## src/rtl/mem_arb_pkg.sv

```systemverilog
// Purpose: shared types and constants for the two-port memory arbiter.
// Latency: n/a (types, constants and one elaboration-time helper only).
// Backpressure: n/a.
package mem_arb_pkg;

    // Default number of back-to-back accesses one port may take while the
    // other port is waiting.
    localparam int BURST_MAX_DEF = 4;

    // Arbiter ownership states.
    typedef enum logic [1:0] {
        IDLE = 2'd0,
        OWN0 = 2'd1,
        OWN1 = 2'd2
    } arb_state_e;

    // Index of a requesting port (0 = CPU data side, 1 = loader/debug side).
    typedef logic port_idx_t;

    // Width of a counter that must hold 0 .. n-1, never narrower than 1 bit.
    function automatic int cnt_width(input int n);
        return (n > 1) ? $clog2(n) : 1;
    endfunction

endpackage

```

## src/rtl/mem_arb_burst_cnt.sv

```systemverilog
// Purpose: clearable saturating counter of accesses made in the current ownership burst.
// Latency: count updates at the clock edge closing the access; at_max_o is a decode of the register.
// Backpressure: none; clr_i has priority over inc_i, increments stop at MAX-1.
//
// Ports:
//   clk, n_rst  clock and synchronous active-low reset
//   clr_i       restart the burst (entry into an ownership state)
//   inc_i       one access completes this cycle
//   at_max_o    counter holds MAX-1, i.e. the burst quota is used up
module mem_arb_burst_cnt
    import mem_arb_pkg::*;
#(
    parameter int MAX = BURST_MAX_DEF
) (
    input  logic clk,
    input  logic n_rst,
    input  logic clr_i,
    input  logic inc_i,
    output logic at_max_o
);

    localparam int W = cnt_width(MAX);
    localparam logic [W-1:0] CNT_TOP = W'(MAX - 1);

    logic [W-1:0] cnt_q;
    logic [W-1:0] cnt_d;

    assign at_max_o = (cnt_q == CNT_TOP);

    // Saturation keeps a lone requester sitting at the quota: it keeps the
    // grant, but hands over right after its next access once the other port
    // starts requesting.
    always_comb begin
        cnt_d = cnt_q;
        if (clr_i) begin
            cnt_d = '0;
        end else if (inc_i && !at_max_o) begin
            cnt_d = cnt_q + 1'b1;
        end
    end

    always_ff @(posedge clk) begin
        if (!n_rst) begin
            cnt_q <= '0;
        end else begin
            cnt_q <= cnt_d;
        end
    end

endmodule

```

## src/rtl/mem_arb.sv

```systemverilog
// Purpose: two-port arbiter sharing one single-cycle memory between CPU port 0 and loader port 1.
// Latency: grant registered one edge after request; access data/read data combinational in the grant cycle.
// Backpressure: a port waits while gnt is low; burst quota BURST_MAX forces a handover when both request.
//
// Ports:
//   clk, n_rst                 clock and synchronous active-low reset
//   reqX, weX, addrX, wdataX   request, write enable, byte address, write data of port X
//   gntX                       port X owns the memory this cycle (registered)
//   rdataX                     read data for port X, valid in its read-access cycle, else 0
//   MA, MWD, MWR, MOE          memory address, write data, write strobe, output enable
//   MRD                        memory read data, combinational from MA
//   acc_cntX                   completed accesses of port X (saturating)
//
// Build option: define MEM_ARB_STATS_EN to implement the per-port access
// counters; without it acc_cnt0/acc_cnt1 read 0 and no counter flops exist.
module mem_arb
    import mem_arb_pkg::*;
#(
    parameter int BURST_MAX = BURST_MAX_DEF
) (
    input  logic        clk,
    input  logic        n_rst,
    input  logic        req0,
    input  logic        req1,
    input  logic        we0,
    input  logic        we1,
    input  logic [31:0] addr0,
    input  logic [31:0] addr1,
    input  logic [31:0] wdata0,
    input  logic [31:0] wdata1,
    output logic        gnt0,
    output logic        gnt1,
    output logic [31:0] rdata0,
    output logic [31:0] rdata1,
    output logic [31:0] MA,
    output logic [31:0] MWD,
    output logic        MWR,
    output logic        MOE,
    input  logic [31:0] MRD,
    output logic [15:0] acc_cnt0,
    output logic [15:0] acc_cnt1
);

    arb_state_e state_q;
    arb_state_e state_d;
    port_idx_t  last_gnt_q;
    port_idx_t  last_gnt_d;

    logic acc0;
    logic acc1;
    logic burst_clr;
    logic burst_at_max;

    // Grants are pure state decodes, so they can never both be high.
    assign gnt0 = (state_q == OWN0);
    assign gnt1 = (state_q == OWN1);

    // An access needs both ownership and a live request; an owner that has
    // dropped its request spends this cycle releasing the memory.
    assign acc0 = gnt0 && req0;
    assign acc1 = gnt1 && req1;

    always_comb begin
        state_d    = state_q;
        last_gnt_d = last_gnt_q;
        case (state_q)
            IDLE: begin
                if (req0 && req1) begin
                    // Tie goes to the port that did not own the memory last.
                    state_d = (last_gnt_q == 1'b1) ? OWN0 : OWN1;
                end else if (req0) begin
                    state_d = OWN0;
                end else if (req1) begin
                    state_d = OWN1;
                end
            end
            OWN0: begin
                if (!req0) begin
                    state_d    = req1 ? OWN1 : IDLE;
                    last_gnt_d = 1'b0;
                end else if (req1 && burst_at_max) begin
                    state_d    = OWN1;
                    last_gnt_d = 1'b0;
                end
            end
            OWN1: begin
                if (!req1) begin
                    state_d    = req0 ? OWN0 : IDLE;
                    last_gnt_d = 1'b1;
                end else if (req0 && burst_at_max) begin
                    state_d    = OWN0;
                    last_gnt_d = 1'b1;
                end
            end
            default: begin
                state_d = IDLE;
            end
        endcase
    end

    always_ff @(posedge clk) begin
        if (!n_rst) begin
            state_q    <= IDLE;
            last_gnt_q <= 1'b1;
        end else begin
            state_q    <= state_d;
            last_gnt_q <= last_gnt_d;
        end
    end

    // A new burst starts on every entry into an ownership state, including a
    // direct OWN0 <-> OWN1 handover.
    assign burst_clr = ((state_d == OWN0) || (state_d == OWN1)) && (state_d != state_q);

    mem_arb_burst_cnt #(
        .MAX (BURST_MAX)
    ) u_burst_cnt (
        .clk      (clk),
        .n_rst    (n_rst),
        .clr_i    (burst_clr),
        .inc_i    (acc0 || acc1),
        .at_max_o (burst_at_max)
    );

    // Memory-side mux: only the accessing port reaches the memory pins; with
    // no access everything is parked at zero.
    always_comb begin
        MA     = '0;
        MWD    = '0;
        MWR    = 1'b0;
        MOE    = 1'b0;
        rdata0 = '0;
        rdata1 = '0;
        if (acc0) begin
            MA  = addr0;
            MWD = wdata0;
            MWR = we0;
            MOE = !we0;
            if (!we0) begin
                rdata0 = MRD;
            end
        end else if (acc1) begin
            MA  = addr1;
            MWD = wdata1;
            MWR = we1;
            MOE = !we1;
            if (!we1) begin
                rdata1 = MRD;
            end
        end
    end

`ifdef MEM_ARB_STATS_EN
    logic [15:0] acc_cnt0_q;
    logic [15:0] acc_cnt0_d;
    logic [15:0] acc_cnt1_q;
    logic [15:0] acc_cnt1_d;

    always_comb begin
        acc_cnt0_d = acc_cnt0_q;
        acc_cnt1_d = acc_cnt1_q;
        if (acc0 && (acc_cnt0_q != 16'hFFFF)) begin
            acc_cnt0_d = acc_cnt0_q + 16'd1;
        end
        if (acc1 && (acc_cnt1_q != 16'hFFFF)) begin
            acc_cnt1_d = acc_cnt1_q + 16'd1;
        end
    end

    always_ff @(posedge clk) begin
        if (!n_rst) begin
            acc_cnt0_q <= '0;
            acc_cnt1_q <= '0;
        end else begin
            acc_cnt0_q <= acc_cnt0_d;
            acc_cnt1_q <= acc_cnt1_d;
        end
    end

    assign acc_cnt0 = acc_cnt0_q;
    assign acc_cnt1 = acc_cnt1_q;
`else
    assign acc_cnt0 = '0;
    assign acc_cnt1 = '0;
`endif

endmodule

```

## config.mk

```make
export PLATFORM = sky130hd
export DESIGN_NAME = mem_arb
export DESIGN_NICKNAME = d
export VERILOG_FILES = /design/src/rtl/mem_arb_pkg.sv /design/src/rtl/mem_arb_burst_cnt.sv /design/src/rtl/mem_arb.sv
export SDC_FILE = /design/constraint.sdc
export NUM_CORES = 1
export LEC_CHECK = 0
export ABC_AREA = 1
export CELL_PAD_IN_SITES_DETAIL_PLACEMENT = 1
export CELL_PAD_IN_SITES_GLOBAL_PLACEMENT = 1
export CORE_MARGIN = 2
export CORE_UTILIZATION = 10
export CTS_BUF_LIST = sky130_fd_sc_hd__clkbuf_16
export CTS_CLUSTER_SIZE = 8
export DETAILED_ROUTE_END_ITERATION = 12
export PLACE_DENSITY = 0.78
export SLEW_MARGIN = 20
export SYNTH_ARGS = -nofsm -noshare
export SYNTH_HDL_FRONTEND = slang
export SYNTH_SLANG_ARGS = --single-unit
```

## constraint.sdc

```tcl
create_clock -name clk -period 1.5 [get_ports clk]
set_input_delay 0.225 -clock clk [delete_from_list [all_inputs] [get_ports clk]]
set_output_delay 0.225 -clock clk [all_outputs]
set_load 0.02 [all_outputs]
```

==> results of run 1 <==
-- state kept, by name (all words and copies together) (netlist names) --
name and count:
state_q 2, last_gnt_q 1, u_burst_cnt.cnt_q 2
-- stage by stage --
stage          power [uW]  area, um2
2_1_floorplan        1242       2511
3_3_place_gp         2292       5759
3_5_place_dp         2320       5759
4_1_cts              2785       5958
5_1_grt              3286       6784
6_report             3110       6784
-- final timing paths --
check                        from                    to  slack, ps  cells past startpoint
min reg2reg  u_burst_cnt.cnt_q[0]  u_burst_cnt.cnt_q[0]        550                      3
min          u_burst_cnt.cnt_q[0]  u_burst_cnt.cnt_q[0]        550                      3
max                    state_q[1]               MWD[14]       -430                      9
max reg2reg            state_q[1]  u_burst_cnt.cnt_q[1]       -120                     13
-- where the power goes --
group / total [uW] / switching (uW) / internal [uW]
logic: 2500 / 1130 / 1370
clock network: 426 / 81.0 / 345
registers: 184 / 27.1 / 157
-- kinds of logic (layout without fill, tap and decap cells) --
kind of cell | Yosys count | in the layout | share of synthesized area [%]
AND/OR/NAND/NOR | 113 | 113 | 28.48
AO/OA/AOI/OAI | 70 | 70 | 32.07
adder cells (fa/ha/maj) | 5 | 5 | 3.383
buffers and inverters | 99 | 417 | 29.97
other | 1 | 32 | 0.2028
XOR/XNOR | 1 | 1 | 0.4737
flip-flops | 5 | 5 | 5.413
-- tightest hold or removal path, cell delays in order (launching register included) --
cell     delay [ps]
dfxtp_1         340
xnor2_1          80
inv_1            50
nor2_1           30
-- cell type report --
cell class / count / area (um2)
flip-flops and latches: 5 / 107.6
repair buffers: 366 / 4053
well taps: 229 / 286.5
fillers: 2051 / 11240
clock buffers: 3 / 75.07
clock inverters: 1 / 3.754
multi-input cells: 221 / 2072
inverters: 47 / 186.4
-- layout by cell type, fill, tap and decap left out, types with 3 or more instances in the layout --
master / Yosys / layout
buf_12: 0 / 14
nand3_1: 11 / 8
nor2_1: 49 / 13
dfxtp_1: 5 / 3
a22o_4: 0 / 26
inv_1: 46 / 44
nand3_2: 0 / 3
clkdlybuf4s50_1: 0 / 163
conb_1: 1 / 32
ha_4: 0 / 3
clkbuf_16: 0 / 8
nand2_1: 19 / 15
buf_8: 0 / 9
buf_4: 37 / 29
buf_6: 4 / 139
nor2_4: 1 / 66
a22o_1: 64 / 38
-- routing by layer --
| metal | GRT usage [%] | part of all wire [%] |
|---|---|---|
| met5 | 0 | 0 |
| met4 | 1.000 | 0.25 |
| met3 | 1.504 | 4.6 |
| met2 | 24.83 | 55 |
| met1 | 14.85 | 40 |
-- timing repair --
action / in CTS / in global routing
pin swaps: 3 / 20
gates resized for setup: 644 / 242
endpoints found under the setup margin: 136 / 136
gates cloned: 3 / 5
setup buffers: 11 / 13
==> flow_summary_export.csv, run 1 <==
group,metric,value,unit
critical_path,crit_family,"buffers and inverters",
sta,fmax,0.5174,GHz
finish,antenna_cells,0,
detailed_routing,first_iter_violations,39,
synthesis,synth_common_cells,"a22o_1 (64), nor2_1 (49), inv_1 (46)",
finish,fin_nets,815,
detailed_routing,ant_nets,0,
critical_path,crit_required,1270,ps
synthesis,netlist-cell-type-count,22,
synthesis,synth_top_area_cell,"a22o_1",
detailed_routing,vias,3315,
floorplanning,die-area,19600,um2
synthesis,synth_area,1849,um2
power_and_ir_drop,p_per_area,458.5,nW/um2
critical_path,worstSetupPathType,"reg -> out",
finish,fin_util,37.64,%
outcome,outcome,"finished with violations",
flow_run,maxCapViolCount,0,
sta,slew_viol_final,0,
synthesis,netlist_instances,294,
critical_path,crit_path_top_delay_cell,"dfxtp_4",
sta,setup_ws,-432.9,ps
clocking,htreeDepth,1,
synthesis,synth_top_area_share,30.31,%
detailed_routing,drt-total-wl,14.37,mm
synthesis,synth_most_common_cell,"a22o_1",
synthesis,ys.flop_type,"dfxtp_1",
global_route,grt_max_degree,26,
synthesis,ys_ff_latch,5,
sta,rsz0062_at_grt,"yes",
floorplanning,num_rows,49,
floorplanning,coreArea,18020,um2
critical_path,start_kind,"flop",
clocking,cts_buffers,3,
detailed_routing,routed_via_density,3.802,
synthesis,yosysSeqAreaShare,5.413,%
placement,pre_cts_slack,-858.8,ps
finish,finalNonFillerCells,872,
synthesis,yosys_warnings,0,
clocking,clk_pin_slew_worst_paths,30,ps
synthesis,yosys-top-cells-area,"a22o_1 (30%), buf_4 (15%), nor2_1 (9.9%), nor2_2 (9.8%), inv_1 (9.3%)",
clocking,clk_latency,220,ps
sta,hold_viol_final,0,
placement,hpwl,10.92,mm
floorplanning,dieHeight,140.0,um
critical_path,arrival,1710,ps
critical_path,crit_top_cell,"clkbuf_16",
critical_path,cp_cell_sequence,"inv_4, ha_4, nand2_8, inv_6, nor2_4, clkbuf_16, clkbuf_16, a22o_1, buf_6",
global_route,grt.total_usage,12.53,%
clocking,clock_path_buffers,2,
floorplanning,ios,330,
sta,setup_viol,133,
sta,period_minus_slack,1933,ps
floorplanning,die_w,140.0,um
clocking,cts-root-buf,"clkbuf_16",
critical_path,cp_slowest_stage_delay,370,ps
finish,area_growth,266.8,%
clocking,cts.sinks,5,
critical_path,end_kind,"primary output",
global_route,grt.overflow.total,0,
synthesis,synth-edff-count,0,
critical_path,cp_max_fo,8,
outcome,violations,"negative setup slack",
detailed_routing,post_drt_wl_per_cell,16.48,um
power_and_ir_drop,p_leak,0.003078,uW
placement,dp_cells,839,
floorplanning,start_util,10.26,%
sta,timing.setup.tns,-46400,ps
synthesis,synth_area_per_cell,6.290,um2
clocking,cts_tree,"yes",
critical_path,critPathBufInv,5,
detailed_routing,drc_errors,0,
power_and_ir_drop,ir_drop,0.0007449,V
finish,drive_gt1_share,49.61,%
placement,finalWeightedCongestion,0.7838,
sta,skew,1.885,ps
global_route,grt_pass1_vias,3563,
placement,portBuffers,297,
hold_path,min_path_type,"reg -> reg",
global_route,grt_pass1_wl,19.81,mm
sta,finalCritPeriodShare,128.9,%
sta,hold_ws,551.0,ps
synthesis,async_flop_share,0,%
detailed_routing,first_pass_iters,4,
global_route,antenna_found_initial,0,
clocking,holdBufCountCts,0,
Power figures use the tool's default switching activity.
==> run 2: changes to the inputs <==
--- a/config.mk
+++ b/config.mk
@@ -14,6 +14,7 @@
 export CTS_CLUSTER_SIZE = 8
 export DETAILED_ROUTE_END_ITERATION = 12
 export PLACE_DENSITY = 0.78
+export SKIP_CTS_REPAIR_TIMING = 1
 export SLEW_MARGIN = 20
 export SYNTH_ARGS = -nofsm -noshare
 export SYNTH_HDL_FRONTEND = slang
==> run 2 against run 1 <==
Against the previous run: the flow still finishes with violations (negative setup slack); register-to-register slack about the same; non-clock buffer count down 19; combinational power decreased by 12%; core utilization fell by 4.2 points; global-route usage is 0.78 points lower; final area fell by 11%; critical endpoint is now MA[13].
==> flow_summary_export.csv, run 2 (synthesis results as in run 1) <==
group,metric,value,unit
outcome,outcome,"finished with violations",
outcome,violations,"negative setup slack",
placement,pre_cts_slack,-858.8,ps
sta,fmax,0.5228,GHz
finish,fill_cells,2144,
critical_path,arrival,1690,ps
placement,dp_cells,839,
placement,finalWeightedCongestion,0.7838,
floorplanning,start_util,10.26,%
sta,slew_viol_final,0,
detailed_routing,drc_errors,0,
hold_path,hold_depth,3,
finish,fin_nets,796,
critical_path,crit_required,1270,ps
finish,area_growth,226.1,%
floorplanning,ios,330,
clocking,htreeDepth,1,
global_route,grt_pass1_wl,18.64,mm
sta,rsz0062_at_grt,"yes",
finish,final_cell_mix,"clkdlybuf4s50_1 (163), buf_4 (77), buf_6 (58)",
sta,skew,1.889,ps
global_route,antenna_found_initial,0,
finish,drive_gt1_share,46.31,%
critical_path,worstSetupPathType,"reg -> out",
power_and_ir_drop,ir_drop,0.0007372,V
critical_path,r2r_cells,13,
hold_path,min_path_type,"reg -> reg",
clocking,clk_pin_slew_worst_paths,30,ps
sta,setup_ws,-412.7,ps
clocking,clock_path_buffers,2,
sta,hold_ws,551.8,ps
global_route,grt.total_usage,11.75,%
placement,hpwl,10.92,mm
detailed_routing,ant_nets,0,
critical_path,start_kind,"flop",
critical_path,cp_max_fo,15,
power_and_ir_drop,p_leak,0.002865,uW
sta,period_minus_slack,1913,ps
finish,fin_area,6031,um2
detailed_routing,routed_via_density,3.769,
clocking,clk_latency,220,ps
finish,finalNonFillerCells,853,
clocking,cts-root-buf,"clkbuf_16",
finish,largest_registers,"state_q: 2 flops, u_burst_cnt.cnt_q: 2 flops, last_gnt_q: 1 flops",
clocking,cts.sinks,5,
critical_path,end_kind,"primary output",
sta,finalCritPeriodShare,127.5,%
placement,portBuffers,297,
sta,setup_viol,133,
detailed_routing,vias,3215,
floorplanning,coreArea,18020,um2
global_route,grt_max_degree,26,
detailed_routing,post_drt_wl_per_cell,15.44,um
floorplanning,dieHeight,140.0,um
clocking,cts_buffers,3,
global_route,grt_pass1_vias,3389,
finish,fin_util,33.46,%
finish,antenna_cells,0,
floorplanning,die-area,19600,um2
detailed_routing,first_iter_violations,56,
sta,hold_viol_final,0,
floorplanning,die_w,140.0,um
flow_run,maxCapViolCount,0,
detailed_routing,drt-total-wl,13.17,mm
global_route,grt.overflow.total,0,
finish,layout_commonest_cell,"clkdlybuf4s50_1",
clocking,cts_tree,"yes",
floorplanning,num_rows,49,
detailed_routing,first_pass_iters,6,
power_and_ir_drop,p_per_area,466.9,nW/um2
placement,dpl_cell_area,5759,um2
==> run 2: cell types whose count changed in the layout (fill, tap and decap cells not counted), moves of 5 or more <==
cell	previous run	this run
buf_4	29	77
clkbuf_2	1	22
nor2_4	66	54
buf_8	9	1
buf_2	1	6
nor2_2	0	10
buf_6	139	58
==> run 2: power by group <==
group	switching, uW	internal [uW]
Combinational	1040	1160
Clock	81.1	345
Sequential	27.7	157
==> run 2: worst paths after layout <==
path,end,start,slack [ps]
max,MA[13],state_q[1],-410
min,u_burst_cnt.cnt_q[0],u_burst_cnt.cnt_q[0],550
max reg2reg,u_burst_cnt.cnt_q[1],state_q[1],-120
min reg2reg,u_burst_cnt.cnt_q[0],u_burst_cnt.cnt_q[0],550
==> run 2: layout make-up <==
cell class	instances	area (um2)	area share, %
tap	229	286.5	4.751
multi-input combinational	221	1968	32.63
sequential	5	107.6	1.784
clock buffer	3	75.07	1.245
clock inverter	1	3.754	0.06224
inverter	47	188.9	3.133
timing repair buffer	347	3401	56.39
==> run 2: worst max-delay path, stage by stage, from the launching register on <==
cell and delay (ps):
dfxtp_4 360, inv_4 60, ha_4 160, nand2_8 80, inv_8 80, nor2_4 40
buf_12 150, buf_4 150, a22o_4 220, clkbuf_2 160
==> run 2: metrics by stage <==
step / TNS, ps / power [uW]
2_1_floorplan: -6830 / 1242
3_3_place_gp: -106770 / 2292
3_5_place_dp: -107600 / 2320
4_1_cts: -111540 / 2766
5_1_grt: -52400 / 2982
6_report: -43760 / 2816
==> run 2: per-layer routing <==
| layer | global-route usage [%] | vias to the layer above | wire length [um] |
|---|---|---|---|
| met5 | 0 | - | 0 |
| met4 | 1.421 | 0 | 119 |
| met3 | 1.812 | 10 | 749 |
| met2 | 22.31 | 144 | 6976 |
| met1 | 14.27 | 1492 | 5322 |
| li1 | - | 1569 | - |
